<file path="config.mk">
export PLATFORM = sky130hd
export DESIGN_NAME = frequency_meter
export DESIGN_NICKNAME = d
export VERILOG_FILES = /design/src/rtl/frequency_meter_pkg.sv /design/src/rtl/frequency_meter_edge_sync.sv /design/src/rtl/frequency_meter.sv
export SDC_FILE = /design/constraint.sdc
export NUM_CORES = 1
export LEC_CHECK = 0
export CORE_ASPECT_RATIO = 1.1
export CORE_MARGIN = 10
export CORE_UTILIZATION = 66
export DETAILED_ROUTE_END_ITERATION = 8
export DONT_BUFFER_PORTS = 1
export GPL_TIMING_DRIVEN = 0
export PLACE_DENSITY = 0.8
export SKIP_LAST_GASP = 1
export SLEW_MARGIN = 10
export SYNTH_ARGS = -nofsm -noshare
export SYNTH_HDL_FRONTEND = slang
export SYNTH_SLANG_ARGS = --single-unit
</file>
<file path="constraint.sdc">
create_clock -name clk50 -period 4.1 [get_ports clk50]
set_input_delay 0.615 -clock clk50 [delete_from_list [all_inputs] [get_ports clk50]]
set_output_delay 0.615 -clock clk50 [all_outputs]
set_load 0.005 [all_outputs]
</file>
<file path="src/rtl/frequency_meter_pkg.sv">
// Shared types and constants for the frequency meter: FSM encoding, default
// window geometry and a constant-evaluable ceiling-log2 helper.
package frequency_meter_pkg;

    typedef enum logic [0:0] {
        IDLE    = 1'b0,
        MEASURE = 1'b1
    } state_t;

    localparam int DEFAULT_GATE_CYCLES = 1000;
    localparam int DEFAULT_COUNT_WIDTH = 16;

    // Bits needed to hold values 0 .. value-1.
    function automatic int clog2(input int value);
        int result;
        int remaining;
        result    = 0;
        remaining = value - 1;
        while (remaining > 0) begin
            result++;
            remaining = remaining >> 1;
        end
        return result;
    endfunction

endpackage

</file>
<file path="src/rtl/frequency_meter_edge_sync.sv">
// Two-flop synchronizer for an asynchronous input followed by a rising-edge
// detector that emits one clk50-cycle pulse per rising edge.
module frequency_meter_edge_sync (
    input  logic clk50,
    input  logic reset_n,
    input  logic async_in,
    output logic edge_pulse
);

    logic sync1;
    logic sync2;
    logic prev;

    // NOTE: non-blocking assignments make each flop sample the previous stage's
    // old value, forming a true shift chain; blocking would collapse it into one flop.
    always_ff @(posedge clk50 or negedge reset_n) begin
        if (!reset_n) begin
            sync1 <= 1'b0;
            sync2 <= 1'b0;
            prev  <= 1'b0;
        end else begin
            sync1 <= async_in;
            sync2 <= sync1;
            prev  <= sync2;
        end
    end

    assign edge_pulse = sync2 & ~prev;

endmodule

</file>
<file path="src/rtl/frequency_meter.sv">
// Counts rising edges of a slow asynchronous input over back-to-back gate
// windows of GATE_CYCLES clk50 cycles and reports each window's total.
module frequency_meter
    import frequency_meter_pkg::*;
#(
    parameter int GATE_CYCLES = DEFAULT_GATE_CYCLES,
    parameter int COUNT_WIDTH = DEFAULT_COUNT_WIDTH
) (
    input  logic                   clk50,
    input  logic                   reset_n,
    input  logic                   enable,
    input  logic                   signal_in,
    output logic [COUNT_WIDTH-1:0] count,
    output logic                   valid,
    output logic                   overflow,
    output logic                   busy
);

    localparam int                     GATE_WIDTH = clog2(GATE_CYCLES);
    localparam logic [GATE_WIDTH-1:0]  GATE_LAST  = GATE_WIDTH'(GATE_CYCLES - 1);
    localparam logic [COUNT_WIDTH-1:0] COUNT_MAX  = '1;

    state_t                 state;
    state_t                 state_next;
    logic [GATE_WIDTH-1:0]  gate_cnt;
    logic [COUNT_WIDTH-1:0] edge_cnt;
    logic                   sat;
    logic                   edge_pulse;
    logic                   window_end;
    logic                   at_max;
    logic [COUNT_WIDTH-1:0] final_cnt;
    logic                   final_sat;

    frequency_meter_edge_sync u_edge_sync (
        .clk50      (clk50),
        .reset_n    (reset_n),
        .async_in   (signal_in),
        .edge_pulse (edge_pulse)
    );

    assign window_end = (state == MEASURE) && (gate_cnt == GATE_LAST);
    assign at_max     = (edge_cnt == COUNT_MAX);

    // The edge seen in the last gate cycle still belongs to this window.
    assign final_cnt = (edge_pulse && !at_max) ? edge_cnt + COUNT_WIDTH'(1) : edge_cnt;
    assign final_sat = sat | (edge_pulse & at_max);

    always_ff @(posedge clk50 or negedge reset_n) begin
        if (!reset_n) begin
            state <= IDLE;
        end else begin
            state <= state_next;
        end
    end

    // NOTE: every signal written here gets a default first, so no path leaves
    // it unassigned and no latch is inferred.
    always_comb begin
        state_next = state;
        case (state)
            IDLE:    if (enable)  state_next = MEASURE;
            MEASURE: if (!enable) state_next = IDLE;
            default: state_next = IDLE;
        endcase
    end

    always_comb begin
        busy = (state == MEASURE);
    end

    // Counters run only inside a window; idle, abort and window end all clear
    // them, which makes the next window start with no gap cycle.
    always_ff @(posedge clk50 or negedge reset_n) begin
        if (!reset_n) begin
            gate_cnt <= '0;
            edge_cnt <= '0;
            sat      <= 1'b0;
        end else if ((state == MEASURE) && enable && !window_end) begin
            gate_cnt <= gate_cnt + GATE_WIDTH'(1);
            if (edge_pulse) begin
                if (at_max) begin
                    sat <= 1'b1;
                end else begin
                    edge_cnt <= edge_cnt + COUNT_WIDTH'(1);
                end
            end
        end else begin
            gate_cnt <= '0;
            edge_cnt <= '0;
            sat      <= 1'b0;
        end
    end

    always_ff @(posedge clk50 or negedge reset_n) begin
        if (!reset_n) begin
            count    <= '0;
            overflow <= 1'b0;
            valid    <= 1'b0;
        end else begin
            valid <= window_end;
            if (window_end) begin
                count    <= final_cnt;
                overflow <= final_sat;
            end
        end
    end

endmodule

</file>
=== Word level (Yosys, flattened, before mapping) ===
Cells that the tools add are included.

* Bits in registers: 49
* Bits of input ports: 4
* Output and inout bits: 19

* Bitwise operators: 4
* Equality and inequality tests: 5
* Add/subtract/negate cells: 2
* Reduce and logical (&&, ||, !) cells: 8
* Muxes and demuxes: 9

{| class="wikitable"
|+ Operators by type and width
! kind !! number
|-
| two-way mux 16 bit || 4
|-
| adder 16 x 1 -> 16 bit, second input constant || 1
|-
| == test 16 bit, second input constant || 1
|-
| adder 10 x 1 -> 10 bit, second input constant || 1
|-
| == test 10 bit, second input constant || 1
|-
| two-way mux 10 bit || 1
|-
| inequality test 2 bit, second input constant || 3
|-
| logical AND 1 bit || 4
|-
| two-way mux 1 bit || 4
|-
| AND reduction 2 bit || 2
|-
| bitwise AND 1 bit || 2
|-
| zero test 1 bit || 2
|-
| inverter 1 bit || 1
|-
| OR 1 bit || 1
|}

=== Logic depth before layout (Yosys ltp) ===
* Depth in word-level cells: 6
* Depth in mapped cells: 7
* Gate-level depth less buffers: 6

=== By module ===
From an unflattened synthesis, not the netlist that was laid out.

* Cell total of the unflattened synthesis: 216
* Area, all modules: 2257.2 um^2

{| class="wikitable"
|+ By module, submodules not included
! module !! seq. area each (um^2) !! cells each !! instances !! area an instance (um^2)
|-
| frequency_meter || 1151.1 || 212 || 1 || 2168.3
|-
| frequency_meter_edge_sync || 75.1 || 4 || 1 || 88.8
|}

=== Worst setup path after synthesis ===
Ideal clock, no wire load.

* Path type: register -> register
* Start: register edge_cnt[0]
* End: register count[2]
* Arrival time: 1.711 ns
* Buffers on the path: 1
* Library setup time: 0.095 ns
* Stages on the path, launching flop included: 7
* Path slack: 2.294 ns
* Required time: 4.005 ns
* Cells stage by stage: dfrtp_1 -> ha_1 -> nand3_1 -> nor4_2 -> clkbuf_1 -> nor3_1 -> o31ai_1

* Longest elaborated chain between the ends: 4

{| class="wikitable"
|+ RTL lines
! element !! line !! source
|-
| from (decl) || frequency_meter.sv:26 || <nowiki>logic [COUNT_WIDTH-1:0] edge_cnt;</nowiki>
|-
| from (signal assigned) || frequency_meter.sv:84 || <nowiki>edge_cnt <= edge_cnt + COUNT_WIDTH'(1);</nowiki>
|-
| branches (longest 3 deep; another with adder 16 x 1 -> 16 bit) || n/a ||
|-
| two-way mux 16 bit (*) || frequency_meter.sv:45 || <nowiki>assign final_cnt = (edge_pulse && !at_max) ? edge_cnt + COUNT_WIDTH'(1) : edge_cnt;</nowiki>
|-
| to (signal assigned) || frequency_meter.sv:102 || <nowiki>count <= final_cnt;</nowiki>
|-
| to (decl) || frequency_meter.sv:13 || <nowiki>output logic [COUNT_WIDTH-1:0] count,</nowiki>
|}

Mark *: on every way between the ends.
A chain may end at the register's enable or synchronous reset.

=== Worst setup path in the final report ===
* Start: register edge_cnt[0]
* End: register count[9]

Same word-level chain as after synthesis.

==> metrics.csv <==
metric;value;unit
outcome;completed;
fin_crit;2.321;ns
clock_skew;0.01491;ns
die_h;79.98;um
core;3100;um2
slew_violations;0;
rows;21;
path_class;reg2reg;
n_antenna_cell;0;
synthCells;211;
routedWlPerCell;17.44;um
grt_pass1_wl;7810;um
io_pins;23;
grt_max_degree;50;
ctsRootBufferMaster;clkbuf_4;
rr_worst_depth;6;
final-hold-violation-count;0;
worst_skew_pair.late_latency;0.38;ns
numCtsBuffers;5;
die_x;74.53;um
antenna_found_initial;0;
arrival;2.63;ns
initial_core_util;0.6961;
cts.sinks;49;
setup_tns;0;ns
grt_use_total;0.1665;
cp-end-kind;flop;
r2r-start;edge_cnt[0];
ys_types;34;
die_area;5960;um2
finalSetupViolCount;0;
cts_hold_buf;1;
drt_iter0_markers;209;
nets;225;
clk_pin_slew;0.14;ns
dr.pass1.iters;4;
ctsResizeCount;0;
power_density;319.3;nW/um2
synthesis.area;2158;um2
postCtsSetupRepairBufs;0;
drcViolationCount;0;
max-cap-violations;0;
crit_start;edge_cnt[0];
setup_ws;1.779;ns
ys.flop_type;dfrtp_1;
num_vias;1656;
seq_area_frac_synth;0.5681;
overflow;0;
synth-edff-count;0;
ant_nets;0;
finalCritPeriodShare;0.5662;
cts_tree;built;
htree_levels;2;
grt_pass1_vias;1670;
finalWeightedCongestion;0.8268;
ys_warn_count;0;
port_buffers;0;
hpwl;3210;um
worstMarginPinSlew;0.7842;ns
async_flop_share;1.000;
syn_avg_cell_area;10.23;um2
drive_above_1_share;0.04545;
fmax;0.4308;GHz
drt-vias-per-instance;6.520;
maxSlewHeadroom;0.4724;
max-vdd-ir-drop;161.8;uV
required;4.41;ns
dpl_worst_slack;1.835;ns
synth_fp_nets;217;
power_leakage;0.9336;nW
worstPathMaxFanout;10;
holdWs;0.05768;ns
hold_path.class;in2async;
clockBufferDepth;2;
routed_wl;4430;um
start_kind;flop;
rsz0062_at_grt;no;
areaGrowthSynthToFinish;5.623;%
synth_seq_cells;49;
-- power by group --
group | internal [W] | switching (W)
Clock | 0.0000655 | 0.000150
Sequential | 0.000487 | 0.00000299
Combinational | 0.00000570 | 0.0000168
-- critical path, cell delays in order (launching register included) --
cell and delay [ns]:
dfrtp_1 0.44, ha_1 0.23, nand3_1 0.22, nor4_2 0.56, clkbuf_1 0.36, o21ai_0 0.21, a31oi_1 0.24
-- cell usage after synthesis (2+ instances only) --
cell type / count / share of area
a21oi_1: 10 / 0.023
a31oi_1: 10 / 0.029
and3_1: 3 / 0.0087
and4_1: 4 / 0.016
clkbuf_1: 6 / 0.010
dfrtp_1: 49 / 0.57
ha_1: 2 / 0.012
inv_1: 2 / 0.0035
mux2i_1: 4 / 0.019
nand2_1: 16 / 0.028
nand2b_1: 2 / 0.0058
nand3_1: 9 / 0.021
nand4_1: 7 / 0.020
nor2_1: 27 / 0.047
nor3_1: 7 / 0.016
nor4_1: 3 / 0.0087
o21ai_0: 16 / 0.037
o31ai_1: 3 / 0.010
or3_1: 8 / 0.023
or4_1: 2 / 0.0070
xnor2_1: 6 / 0.024
xor2_1: 3 / 0.012
-- layout by cell type (no fill, tap or decap) --
cell	n
o21ai_0	16
buf_16	1
nand4_4	1
a211oi_1	1
clkinv_1	1
nor3_1	7
clkbuf_4	5
dfrtp_1	49
nand3b_1	1
and4_1	4
nor4_1	3
nor4_2	1
and3_1	3
nand4bb_1	1
ha_1	2
nand2_1	16
clkbuf_1	7
a31oi_1	10
clkinv_2	2
or4_1	2
a21oi_1	10
nand4b_1	1
or3_1	8
o311ai_0	1
nor2b_1	1
nand2b_1	2
inv_1	2
mux2i_1	4
a41oi_1	1
nor2_1	27
o31ai_1	3
xor2_1	3
nand4_1	7
buf_1	1
xnor2_1	6
a21o_1	1
nand3_1	9
-- per-stage QoR --
step                      instance area (um2)  total power (W)  cells    util
after floorplan                          2158        0.0005063    211       -
after global placement                   2201        0.0005092    245  0.7098
after detailed placement                 2201        0.0005100    245  0.7098
after CTS                                2280        0.0007332    254  0.7353
after global routing                     2280        0.0007584    254  0.7353
final                                    2280        0.0007280    254  0.7353
-- logic make-up after synthesis --
group	synth area share
compound gates	0.1148
flops	0.5681
buf+inv	0.01739
xor+xnor	0.03652
mux	0.01855
fa+ha+maj	0.01159
simple gates	0.2330
-- path summary, 6_finish.rpt --
kind                                     end  slack [ns]
setup / recovery                    count[9]        1.78
hold / removal                      count[6]        0.06
setup reg to reg                    count[9]        1.78
hold reg to reg            u_edge_sync.sync2        0.39
max in group asynchronous        gate_cnt[5]        3.83
min in group clk50         u_edge_sync.sync1        0.25
-- per-layer routing --
metal | routed length [um] | vias up | track usage
met5 | 0 | - | 0
met4 | 122 | 0 | 0.08712
met3 | 250 | 14 | 0.04851
met2 | 2224 | 42 | 0.2736
met1 | 1832 | 809 | 0.1904
li1 | - | 791 | -
-- area by class of cell --
cell class	instances	area, um2
Clock buffer	6	41.29
Inverter	3	11.26
Multi-Input combinational cell	152	894.6
Fill cell	224	820.8
Clock inverter	2	10.01
Tap cell	34	42.54
Buffer	7	26.28
Sequential cell	49	1226
Timing Repair Buffer	1	27.53
-- flip-flops by register name, summed over array words and instances (netlist names) --
signal and flops:
count 16, edge_cnt 16, gate_cnt 10, busy 1
overflow 1, sat 1, u_edge_sync.prev 1, u_edge_sync.sync1 1
u_edge_sync.sync2 1, valid 1
Note: power is estimated with default switching activity, not from simulation.
